[src/rtl/aes_pkg.sv]
// Shared AES byte/column/state types and GF(2^8) helpers used by the
// MixColumns sequencing controller.
package aes_pkg;

   typedef logic [7:0] byte_t;
   // Index 3 holds row 0 so the packed layout matches FIPS-197 byte order.
   typedef byte_t [3:0] col_t;
   typedef col_t  [3:0] state_t;

   localparam byte_t GF_POLY_LOW = 8'h1B;

   typedef enum logic [1:0] {IDLE, MIX, DONE} ctrl_state_e;

   function automatic byte_t xtime(input byte_t x);
      return {x[6:0], 1'b0} ^ (x[7] ? GF_POLY_LOW : 8'h00);
   endfunction

endpackage

[src/rtl/mix_single_column.sv]
// Combinational MixColumns transform of one 4-byte AES column.
module mix_single_column
   import aes_pkg::*;
(
   input  logic [31:0] i_col,
   output logic [31:0] o_col
);

   col_t  w_col;
   byte_t w_a0, w_a1, w_a2, w_a3;

   assign w_col = i_col;
   assign w_a0  = w_col[3];
   assign w_a1  = w_col[2];
   assign w_a2  = w_col[1];
   assign w_a3  = w_col[0];

   // 3x = xtime(x) ^ x, folded into each row.
   assign o_col[31:24] = xtime(w_a0) ^ xtime(w_a1) ^ w_a1 ^ w_a2 ^ w_a3;
   assign o_col[23:16] = w_a0 ^ xtime(w_a1) ^ xtime(w_a2) ^ w_a2 ^ w_a3;
   assign o_col[15:8]  = w_a0 ^ w_a1 ^ xtime(w_a2) ^ xtime(w_a3) ^ w_a3;
   assign o_col[7:0]   = xtime(w_a0) ^ w_a0 ^ w_a1 ^ w_a2 ^ xtime(w_a3);

endmodule

[src/rtl/mix_columns_ctrl.sv]
// Sequences one AES state through a shared column mixer, COLS_PER_CYCLE
// columns per clock, with valid/ready on both sides and a final-round bypass.
module mix_columns_ctrl
   import aes_pkg::*;
#(
   parameter int unsigned COLS_PER_CYCLE = 1
) (
   input  logic         i_clk,
   input  logic         i_rst_n,
   input  logic         i_in_valid,
   output logic         o_in_ready,
   input  logic [127:0] i_in_data,
   input  logic         i_in_bypass,
   output logic         o_out_valid,
   input  logic         i_out_ready,
   output logic [127:0] o_out_data,
   output logic         o_busy
);

   localparam int unsigned MIX_CYCLES = 4 / COLS_PER_CYCLE;
   localparam logic [1:0]  COL_STEP   = 2'(COLS_PER_CYCLE);
   localparam logic [1:0]  LAST_COL   = 2'((MIX_CYCLES - 1) * COLS_PER_CYCLE);

   if (COLS_PER_CYCLE != 1 && COLS_PER_CYCLE != 2 && COLS_PER_CYCLE != 4) begin : g_bad_cfg
      $error("mix_columns_ctrl: COLS_PER_CYCLE must be 1, 2 or 4");
   end

   ctrl_state_e r_state;
   logic [1:0]  r_col;
   logic        r_out_valid;
   logic        r_armed;
   state_t      r_work;
   state_t      w_work_mixed;

   logic [COLS_PER_CYCLE-1:0][1:0]  w_slot;
   logic [COLS_PER_CYCLE-1:0][31:0] w_mixed;

   // Column c lives at r_work[3-c]; for a 2-bit index, 3-c == ~c.
   for (genvar g = 0; g < COLS_PER_CYCLE; g++) begin : g_mix
      assign w_slot[g] = ~(r_col + 2'(g));
      mix_single_column u_mix (
         .i_col (r_work[w_slot[g]]),
         .o_col (w_mixed[g])
      );
   end

   always_comb begin
      w_work_mixed = r_work;
      for (int unsigned g = 0; g < COLS_PER_CYCLE; g++) begin
         w_work_mixed[w_slot[g]] = w_mixed[g];
      end
   end

   always_ff @(posedge i_clk or negedge i_rst_n) begin
      if (!i_rst_n) begin
         r_state     <= IDLE;
         r_col       <= '0;
         r_out_valid <= 1'b0;
         r_armed     <= 1'b0;
         r_work      <= '0;
      end else begin
         // Holds in_ready low until the first edge after reset release.
         r_armed <= 1'b1;
         unique case (r_state)
            IDLE: begin
               r_col <= '0;
               if (i_in_valid && o_in_ready) begin
                  r_work <= i_in_data;
                  if (i_in_bypass) begin
                     r_state     <= DONE;
                     r_out_valid <= 1'b1;
                  end else begin
                     r_state <= MIX;
                  end
               end
            end
            MIX: begin
               r_work <= w_work_mixed;
               r_col  <= r_col + COL_STEP;
               if (r_col == LAST_COL) begin
                  r_state     <= DONE;
                  r_out_valid <= 1'b1;
               end
            end
            DONE: begin
               if (i_out_ready) begin
                  r_state     <= IDLE;
                  r_out_valid <= 1'b0;
               end
            end
            default: begin
               r_state     <= IDLE;
               r_out_valid <= 1'b0;
            end
         endcase
      end
   end

   assign o_in_ready  = r_armed && (r_state == IDLE);
   assign o_busy      = (r_state != IDLE);
   assign o_out_valid = r_out_valid;
   assign o_out_data  = r_work;

endmodule

[config.mk]
export PLATFORM = sky130hd
export DESIGN_NAME = mix_columns_ctrl
export DESIGN_NICKNAME = d
export VERILOG_FILES = /design/src/rtl/aes_pkg.sv /design/src/rtl/mix_single_column.sv /design/src/rtl/mix_columns_ctrl.sv
export SDC_FILE = /design/constraint.sdc
export NUM_CORES = 1
export LEC_CHECK = 0
export CORE_MARGIN = 2
export CORE_UTILIZATION = 38
export DETAILED_ROUTE_END_ITERATION = 6
export HOLD_SLACK_MARGIN = 0.08
export PLACE_DENSITY = 0.7
export SYNTH_ARGS = -nofsm -noshare
export SYNTH_HDL_FRONTEND = slang
export SYNTH_SLANG_ARGS = --single-unit
export TNS_END_PERCENT = 5
[constraint.sdc]
create_clock -name i_clk -period 2.2 [get_ports i_clk]
set_clock_uncertainty 0.05 [all_clocks]
set_input_delay 0.22 -clock i_clk [delete_from_list [all_inputs] [get_ports i_clk]]
set_output_delay 0.22 -clock i_clk [all_outputs]
set_load 0.01 [all_outputs]
==> results of run 1 <==
==> kinds of logic after synthesis <==
logic type	Yosys count
DFF	134
and+or+nand+nor	147
muxes	32
buffers and inverters	78
adders and majority gates	4
xor gates and xnor gates	75
AOI/OAI and AO/OA	270
other	1
==> area by class of cell <==
class | instances | area [um^2]
antenna | 2 | 5.005
clock buffer | 24 | 481.7
clock inverter | 5 | 50.05
fill | 1761 | 8782
inverter | 4 | 15.01
multi-input combinational | 529 | 4791
sequential | 134 | 3363
tap | 280 | 350.3
timing repair buffer | 394 | 3850
==> routing by layer <==
layer / vias up / share of wire
met1: 4025 / 0.40
li1: 3472 / -
met5: - / 0
met2: 455 / 0.50
met4: 0 / 0.026
met3: 60 / 0.076
==> flip-flops by register name, summed over array words and instances (netlist names) <==
register / cells
r_state: 2
r_armed: 1
r_col: 2
o_out_valid: 1
o_out_data: 128
==> Yosys cell counts (2+ instances only) <==
| cell type | instances |
|---|---|
| buf_6 | 4 |
| xor3_1 | 3 |
| mux4_2 | 22 |
| xor2_2 | 5 |
| o21ai_0 | 65 |
| a21o_1 | 4 |
| clkbuf_1 | 54 |
| xnor2_2 | 4 |
| mux4_1 | 10 |
| dfrtp_1 | 134 |
| inv_1 | 4 |
| buf_12 | 2 |
| buf_2 | 3 |
| nor4b_1 | 80 |
| o21ai_1 | 19 |
| ha_1 | 4 |
| clkbuf_8 | 8 |
| xnor3_1 | 36 |
| a21oi_1 | 132 |
| xor2_1 | 14 |
| xnor3_2 | 2 |
| o22ai_1 | 48 |
| nor2_1 | 52 |
| xnor2_1 | 9 |
| nand2_1 | 11 |
==> timing repair <==
item	CTS	global route
gates resized for setup	80	52
pin swaps	48	24
buffers inserted	13	16
hold buffers	1	0
endpoints found under the setup margin	129	128
hold endpoints to repair	64	0
==> worst paths after layout <==
kind                       slack, ns            from         endpoint  cells past startpoint
max                            -0.32        r_col[0]   o_out_data[27]                      8
min                             0.33         i_rst_n   o_out_data[73]                      2
max reg2reg                    -0.32        r_col[0]   o_out_data[27]                      8
min reg2reg                     0.45     o_out_valid      o_out_valid                      2
max in group asynchronous       1.08         i_rst_n    o_out_data[7]                      3
min in group i_clk              0.38  i_in_data[115]  o_out_data[115]                      3
==> per-stage QoR <==
| step | hold slack [ns] | instance area (um^2) |
|---|---|---|
| 2_1_floorplan | -0.1256 | 8366 |
| 3_3_place_gp | 0.2209 | 11810 |
| 3_5_place_dp | 0.2153 | 11810 |
| 4_1_cts | 0.3595 | 12610 |
| 5_1_grt | 0.3940 | 12910 |
| 6_report | 0.3331 | 12910 |
==> metrics.txt, run 1 <==
status finished with violations; failing checks negative setup slack; initial antenna violation count 2; Mapped Nets 878; H-tree Lvls 4; Max Clk Rate 397.3 MHz; Max stage delay on crit path 0.55 ns; largest net degree at the start of global routing 74; Antenna Violating Nets Remaining 0; core area 21690 um^2; Post-layout nets 1217; CTS root buf clkbuf_16; Max-Cap Viols 0; gr usage total 0.2736; slew margin rel. 0.5748; WS Path Type reg2reg; placed cells 1311; gp weighted congestion 0.8719; vias per cell 5.840; share of cells above drive strength 1 0.2339; EDFF count, synth 0; HPWL Detailed 22.51 mm; CP endpoint kind flip-flop; insertion delay to the later sink of the worst-skew pair 0.43 ns; Global Route met1 Usage 0.3605; final period utilization 1.144; ranking of synthesized cells by area dfrtp_1 (40%), xnor3_1 (9.7%), nor4b_1 (8.4%), a21oi_1 (7.9%), mux4_2 (5.9%); I/O Pins 264; CP delay by family, top XOR/XNOR gates; CTS buffer count 17; Port Buffers 263; area leader, netlist dfrtp_1; FP Rows 54; Die X 152.1 um; worst-margin pin slew 0.6377 ns; Max clock buf depth 2; syn avg cell area 11.25 um^2; Yosys reg bits 134; vias in the first global route 8231; top cell type's share of synthesized area 0.4023; post-layout min period 2.517 ns; fin cells 1372; CTS tree yes; WP data required 2.49 ns; post-synthesis xor/xnor area fraction 0.1597; final setup fails 125; Area Growth Syn to Fin 54.83%; CP dominant cell by count buf_6; grt ovf 0; main combinational cell family by area after synthesis compound AO/OA/AOI/OAI gates; GR Util met3 0.05819; CP max-delay cell mux4_2; Synth Area in Compound Gates 0.1714; die area 23140 um^2; post-synthesis mux area share 0.09096; Syn Inst Count 741; commonest cells after routing, fill and taps aside clkdlybuf4s50_1 (261), a21oi_1 (132), dfrtp_1 (130), buf_4 (94), nor4b_1 (80); most common cell after layout, fill and taps aside clkdlybuf4s50_1; die height 152.1 um; DRT iter0 DRCs 691; Most used DFF post-synth dfrtp_1; DP Worst Slack -0.3878 ns; Min-Delay Path Class in2async; asr flop ratio synth 1.000; WL/cell 23.42 um; worst setup margin -0.3169 ns; Pre-antenna DRT Iters 5; mapped cell area 8335 um^2; Seq/Total Area, Yosys 0.4023; simple-gate share of the synthesized area 0.1156; Buf/Inv on CP 4; RSZ-0062 raised after global routing yes; Setup TNS -22.84 ns; first-pass GRT wire length 48.61 mm; crit-path max FO 5; Arr. time, crit path 2.81 ns; fin util 0.5951; via count 8012; met2 Use GR 0.4434; Worst Setup Start Kind flip-flop; Hold Fails Final Rpt 0; max-slew violations 0; Reg clk slew, reported paths 0.06 ns; Distinct cells, synth 37; Initial Util 0.3843; Top Usage Layer GRT met2; Post-Synth Adder-Cell Area 0.006004; final wirelength 32.14 mm; DRC errors left 0; synth warn 0; CP Cell Sequence buf_6 -> buf_6 -> mux4_2 -> buf_6 -> buf_4 -> xnor3_1 -> xnor3_2 -> o22ai_1; Clock Sinks 134
Power of run 1 is left out: the tool's default activity adds up to more than one toggle a clock period on the data nets, which glitch-free logic cannot reach.
==> inputs of run 2 (changes only) <==
--- a/config.mk
+++ b/config.mk
@@ -7,9 +7,10 @@
 export LEC_CHECK = 0
 export CORE_MARGIN = 2
 export CORE_UTILIZATION = 38
+export CTS_CLUSTER_SIZE = 25
 export DETAILED_ROUTE_END_ITERATION = 6
 export HOLD_SLACK_MARGIN = 0.08
-export PLACE_DENSITY = 0.7
+export PLACE_DENSITY = 0.68
 export SYNTH_ARGS = -nofsm -noshare
 export SYNTH_HDL_FRONTEND = slang
 export SYNTH_SLANG_ARGS = --single-unit
==> constraint.sdc (replaced) <==
create_clock -name i_clk -period 3.1 [get_ports i_clk]
set_clock_uncertainty 0.05 [all_clocks]
set_input_delay 0.31 -clock i_clk [delete_from_list [all_inputs] [get_ports i_clk]]
set_output_delay 0.31 -clock i_clk [all_outputs]
set_load 0.01 [all_outputs]
==> metrics.txt, run 2 (same netlist as run 1, synthesis figures left out) <==
status completed; GR Util met3 0.04706 (-0.01112); Max stage delay on crit path 0.71 ns (+0.16 ns); CTS root buf clkbuf_16; post-layout min period 2.830 ns (+0.3132 ns); Die X 152.1 um (unchanged); die area 23140 um^2 (unchanged); initial antenna violation count 0 (-2); WP data required 3.34 ns (+0.85 ns); Area Growth Syn to Fin 41.52%; commonest cells after routing, fill and taps aside clkdlybuf4s50_1 (262), a21oi_1 (132), dfrtp_1 (130), nor4b_1 (80), o21ai_0 (65); final wirelength 31.06 mm (-3.4%); number of fillers in the final layout 1843 (+4.7%); final setup fails 0 (-100%); CP delay by family, top XOR/XNOR gates; crit-path max FO 22 (+17); gr usage total 0.2624 (-0.01125); worst reg2reg path startpoint r_col[1]; crit path launch r_col[1]; register area 3361 um^2 (about the same); core area 21690 um^2 (unchanged); Hold Fails Final Rpt 0 (unchanged); CTS buffer count 17 (unchanged); WS Path Type reg2reg; CP Cell Sequence buf_4 -> mux4_1 -> xnor3_1 -> xor2_1 -> o21ai_0; Buf/Inv on CP 1 (-3); multi-input logic area 4536 um^2 (-5.3%); gp weighted congestion 0.8499 (-2.5%); Top Usage Layer GRT met2; worst hold path startpoint i_in_data[20]; Global Route met1 Usage 0.3352 (-0.02531); vias in the first global route 7788 (-5.4%); CP endpoint kind flip-flop; final period utilization 0.9129 (-0.2311); max FFs per register 128 (unchanged); CP max-delay cell dfrtp_2; slew margin rel. 0.3319 (-0.2429); max-slew violations 0 (unchanged); Worst Setup Start Kind flip-flop; I/O Pins 264 (unchanged); FP Rows 54 (unchanged); Clock Sinks 134 (unchanged); Antenna Violating Nets Remaining 0 (unchanged); insertion delay to the later sink of the worst-skew pair 0.43 ns (about the same); CTS tree yes; DRT iter0 DRCs 662 (-4.2%); Port Buffers 263 (unchanged); Setup TNS 0 ns (+22.84 ns); grt ovf 0 (unchanged); largest net degree at the start of global routing 106 (+43%); Max Clk Rate 353.4 MHz (-11%); Arr. time, crit path 3.07 ns (+0.26 ns); H-tree Lvls 4 (unchanged); HPWL Detailed 22.27 mm (-1.0%); diode count 0 (-2); Min-Delay Path Class in2reg; DRC errors left 0 (unchanged); RSZ-0062 raised after global routing no; die height 152.1 um (unchanged); first-pass GRT wire length 46.87 mm (-3.6%); most common cell after layout, fill and taps aside clkdlybuf4s50_1; Reg clk slew, reported paths 0.06 ns (about the same); met2 Use GR 0.4333 (-0.01008); via count 7622 (-4.9%); CTS Hold Bufs 1 (unchanged); share of cells above drive strength 1 0.1054 (-0.1285); Initial Util 0.3843 (unchanged); Post-layout nets 1120 (-8.0%); Setup Fix Bufs, Post-CTS 0 (-13); Pre-antenna DRT Iters 5 (unchanged); Resize count post-CTS 0 (-100%); Max clock buf depth 2 (unchanged); worst-margin pin slew 1.002 ns (+0.3643 ns); vias per cell 5.973 (+2.3%); WL/cell 24.34 um (+3.9%); Max-Cap Viols 0 (unchanged)
## run 2: path summary, 6_finish.rpt
path | depth (start not counted) | to | slack [ns]
worst max register to register | 5 | o_out_data[117] | 0.27
worst min-delay path | 3 | o_out_data[20] | 0.46
worst max-delay path | 5 | o_out_data[117] | 0.27
worst min register to register | 2 | o_out_valid | 0.47
min in group asynchronous | 2 | o_out_data[4] | 0.53
max in group asynchronous | 3 | o_out_data[45] | 1.66
## run 2: layout make-up
cell class / count / area share
clock buffers: 21 / 0.03988
well taps: 280 / 0.02970
multi-input cells: 529 / 0.3845
clock inverters: 11 / 0.01252
repair buffers: 297 / 0.2472
flip-flops and latches: 134 / 0.2849
inverters: 4 / 0.001273
## run 2: routing by layer
layer | part of all wire | wire length [um]
met2 | 0.49 | 15170
met4 | 0.043 | 1323
met3 | 0.063 | 1953
met1 | 0.41 | 12610
met5 | 0 | 0
## run 2: stage by stage
stage	cell area, um^2	std cells	utilization	hold slack, ns	setup slack, ns
finish	11800	1276	0.5439	0.4626	0.2700
global route	11800	1276	0.5439	0.4777	0.2133
CTS	11800	1276	0.5439	0.4568	0.2760
detailed placement	11170	1243	0.5149	0.4396	0.3057
global placement	11170	1243	0.5149	0.4327	0.3445
floorplan	8335	741	-	-0.03559	0.7609
## run 2: worst reg2reg max path, delay by kind of cell, from the launching register on
family	cells	cell delay, ns
AOI/OAI and AO/OA	1	0.19
xor gates and xnor gates	2	0.91
buffers and inverters	1	0.35
DFF	1	0.71
muxes	1	0.48
Power of run 2 is left out for the same reason.
==> inputs of run 3 (changes only) <==
--- a/config.mk
+++ b/config.mk
@@ -10,7 +10,7 @@
 export CTS_CLUSTER_SIZE = 25
 export DETAILED_ROUTE_END_ITERATION = 6
 export HOLD_SLACK_MARGIN = 0.08
-export PLACE_DENSITY = 0.68
+export PLACE_DENSITY = 0.64
 export SYNTH_ARGS = -nofsm -noshare
 export SYNTH_HDL_FRONTEND = slang
 export SYNTH_SLANG_ARGS = --single-unit
==> constraint.sdc (replaced) <==
create_clock -name i_clk -period 3.1 [get_ports i_clk]
set_clock_uncertainty 0.05 [all_clocks]
set_input_delay 0.62 -clock i_clk [delete_from_list [all_inputs] [get_ports i_clk]]
set_output_delay 0.62 -clock i_clk [all_outputs]
set_load 0.01 [all_outputs]
==> metrics.txt, run 3 (same netlist as run 1, synthesis figures left out) <==
final period utilization 0.9579 (+0.04498); most common cell after layout, fill and taps aside clkdlybuf4s50_1; commonest cells after routing, fill and taps aside clkdlybuf4s50_1 (262), a21oi_1 (132), dfrtp_1 (130), nor4b_1 (80), o21ai_0 (65); CTS root buf clkbuf_16; Clock Sinks 134 (unchanged); Setup Fix Bufs, Post-CTS 0 (unchanged); core area 21690 um^2 (unchanged); H-tree Lvls 4 (unchanged); Die X 152.1 um (unchanged); vias per cell 6.063 (+1.5%); Max-Cap Viols 0 (unchanged); Area Growth Syn to Fin 41.88%; HPWL Detailed 22.32 mm (+0.21%); CTS buffer count 17 (unchanged); share of cells above drive strength 1 0.1055 (+0.0001060); Initial Util 0.3843 (unchanged); CTS Hold Bufs 0 (-1); Post-layout nets 1119 (-0.089%); first-pass GRT wire length 47.50 mm (+1.3%); die area 23140 um^2 (unchanged); Worst Setup Start Kind flip-flop; crit-path max FO 13 (-41%); via count 7730 (+1.4%); Pre-antenna DRT Iters 6 (+1); final wirelength 31.47 mm (+1.3%); Reg2Reg Setup Slack 0.13 ns (-0.14 ns); CTS tree yes; status completed; r2r endpoint o_out_data[117]; fin cells 1275 (-0.078%); largest net degree at the start of global routing 84 (-21%); fin util 0.5453 (+0.001385); final setup fails 0 (unchanged); RSZ-0062 raised after global routing no; Placed Instance Area 11220 um^2 (+0.45%); cell area after layout 11830 um^2 (+0.25%); placed cells 1243 (unchanged); worst-margin pin slew 0.8584 ns (-0.1437 ns); post-layout min period 2.969 ns (+0.1394 ns); Reg clk slew, reported paths 0.06 ns (about the same); initial antenna violation count 0 (unchanged); Resize count post-CTS 0 (unchanged); WP data required 3.34 ns (about the same); grt ovf 0 (unchanged); WL/cell 24.68 um (+1.4%); Max Clk Rate 336.8 MHz (-4.7%); CP endpoint kind flip-flop; diode count 0 (unchanged); worst reg2reg path startpoint r_col[0]; Min-Delay Path Class in2async; die height 152.1 um (unchanged); I/O Pins 264 (unchanged); max FFs per register 128 (unchanged); Reg2Reg Depth 5 (unchanged); FP Rows 54 (unchanged); insertion delay to the later sink of the worst-skew pair 0.44 ns (about the same); max-slew violations 0 (unchanged); WS Path Type reg2reg; Setup TNS 0 ns (unchanged); Hold Fails Final Rpt 0 (unchanged); DRC errors left 0 (unchanged); vias in the first global route 7653 (-1.7%); Port Buffers 263 (unchanged); DRT iter0 DRCs 677 (+2.3%); Max clock buf depth 2 (unchanged); slew margin rel. 0.4277 (+0.09579); gr usage total 0.2681 (+0.005665); Antenna Violating Nets Remaining 0 (unchanged); gp weighted congestion 0.8719 (+2.6%); Arr. time, crit path 3.21 ns (+0.14 ns)
==> run 3: changes by cell type in the layout (fill, tap and decap cells not counted), sizes merged <==
cell         change
clkbuf           -1
clkinvlp         -2
dlygate4sd3      -1
clkinv           +3
==> run 3: final cells by class <==
class	count	area, um^2
sequential	134	3361
clock buffer	20	456.7
multi-input combinational	529	4536
fill	1870	9862
clock inverter	12	151.4
timing repair buffer	296	2957
inverter	4	15.01
tap	280	350.3
==> run 3: worst max-delay path: stages, from the launching register on <==
cell	delay [ns]
dfrtp_2	0.49
buf_4	0.35
mux4_1	0.77
xnor3_1	0.41
xor2_1	0.54
o21ai_0	0.20
==> run 3: worst max path at each step <==
stage	cells past startpoint	to	start	slack [ns]
floorplan	5	o_out_data[124]	r_col[0]	0.76
global placement	5	o_out_data[21]	r_col[0]	0.18
detailed placement	5	o_out_data[117]	r_col[0]	0.14
CTS	5	o_out_data[117]	r_col[0]	0.14
global route	5	o_out_data[117]	r_col[0]	0.006
finish	5	o_out_data[117]	r_col[0]	0.13
==> run 3: layer usage <==
metal	GRT usage	vias to the layer above	routed length, um
met2	0.4384	464	15490
met4	0.1081	0	1035
met1	0.3567	3907	12630
met5	0	-	0
met3	0.04564	63	2314
li1	-	3296	-
==> run 3: per-stage QoR <==
step | setup WS (ns) | hold WS (ns)
global placement | 0.1793 | 0.4336
finish | 0.1305 | 0.1856
global route | 0.006474 | 0.2427
CTS | 0.1445 | 0.2206
detailed placement | 0.1405 | 0.4351
floorplan | 0.7609 | 0.2744
Power of run 3 is left out for the same reason.
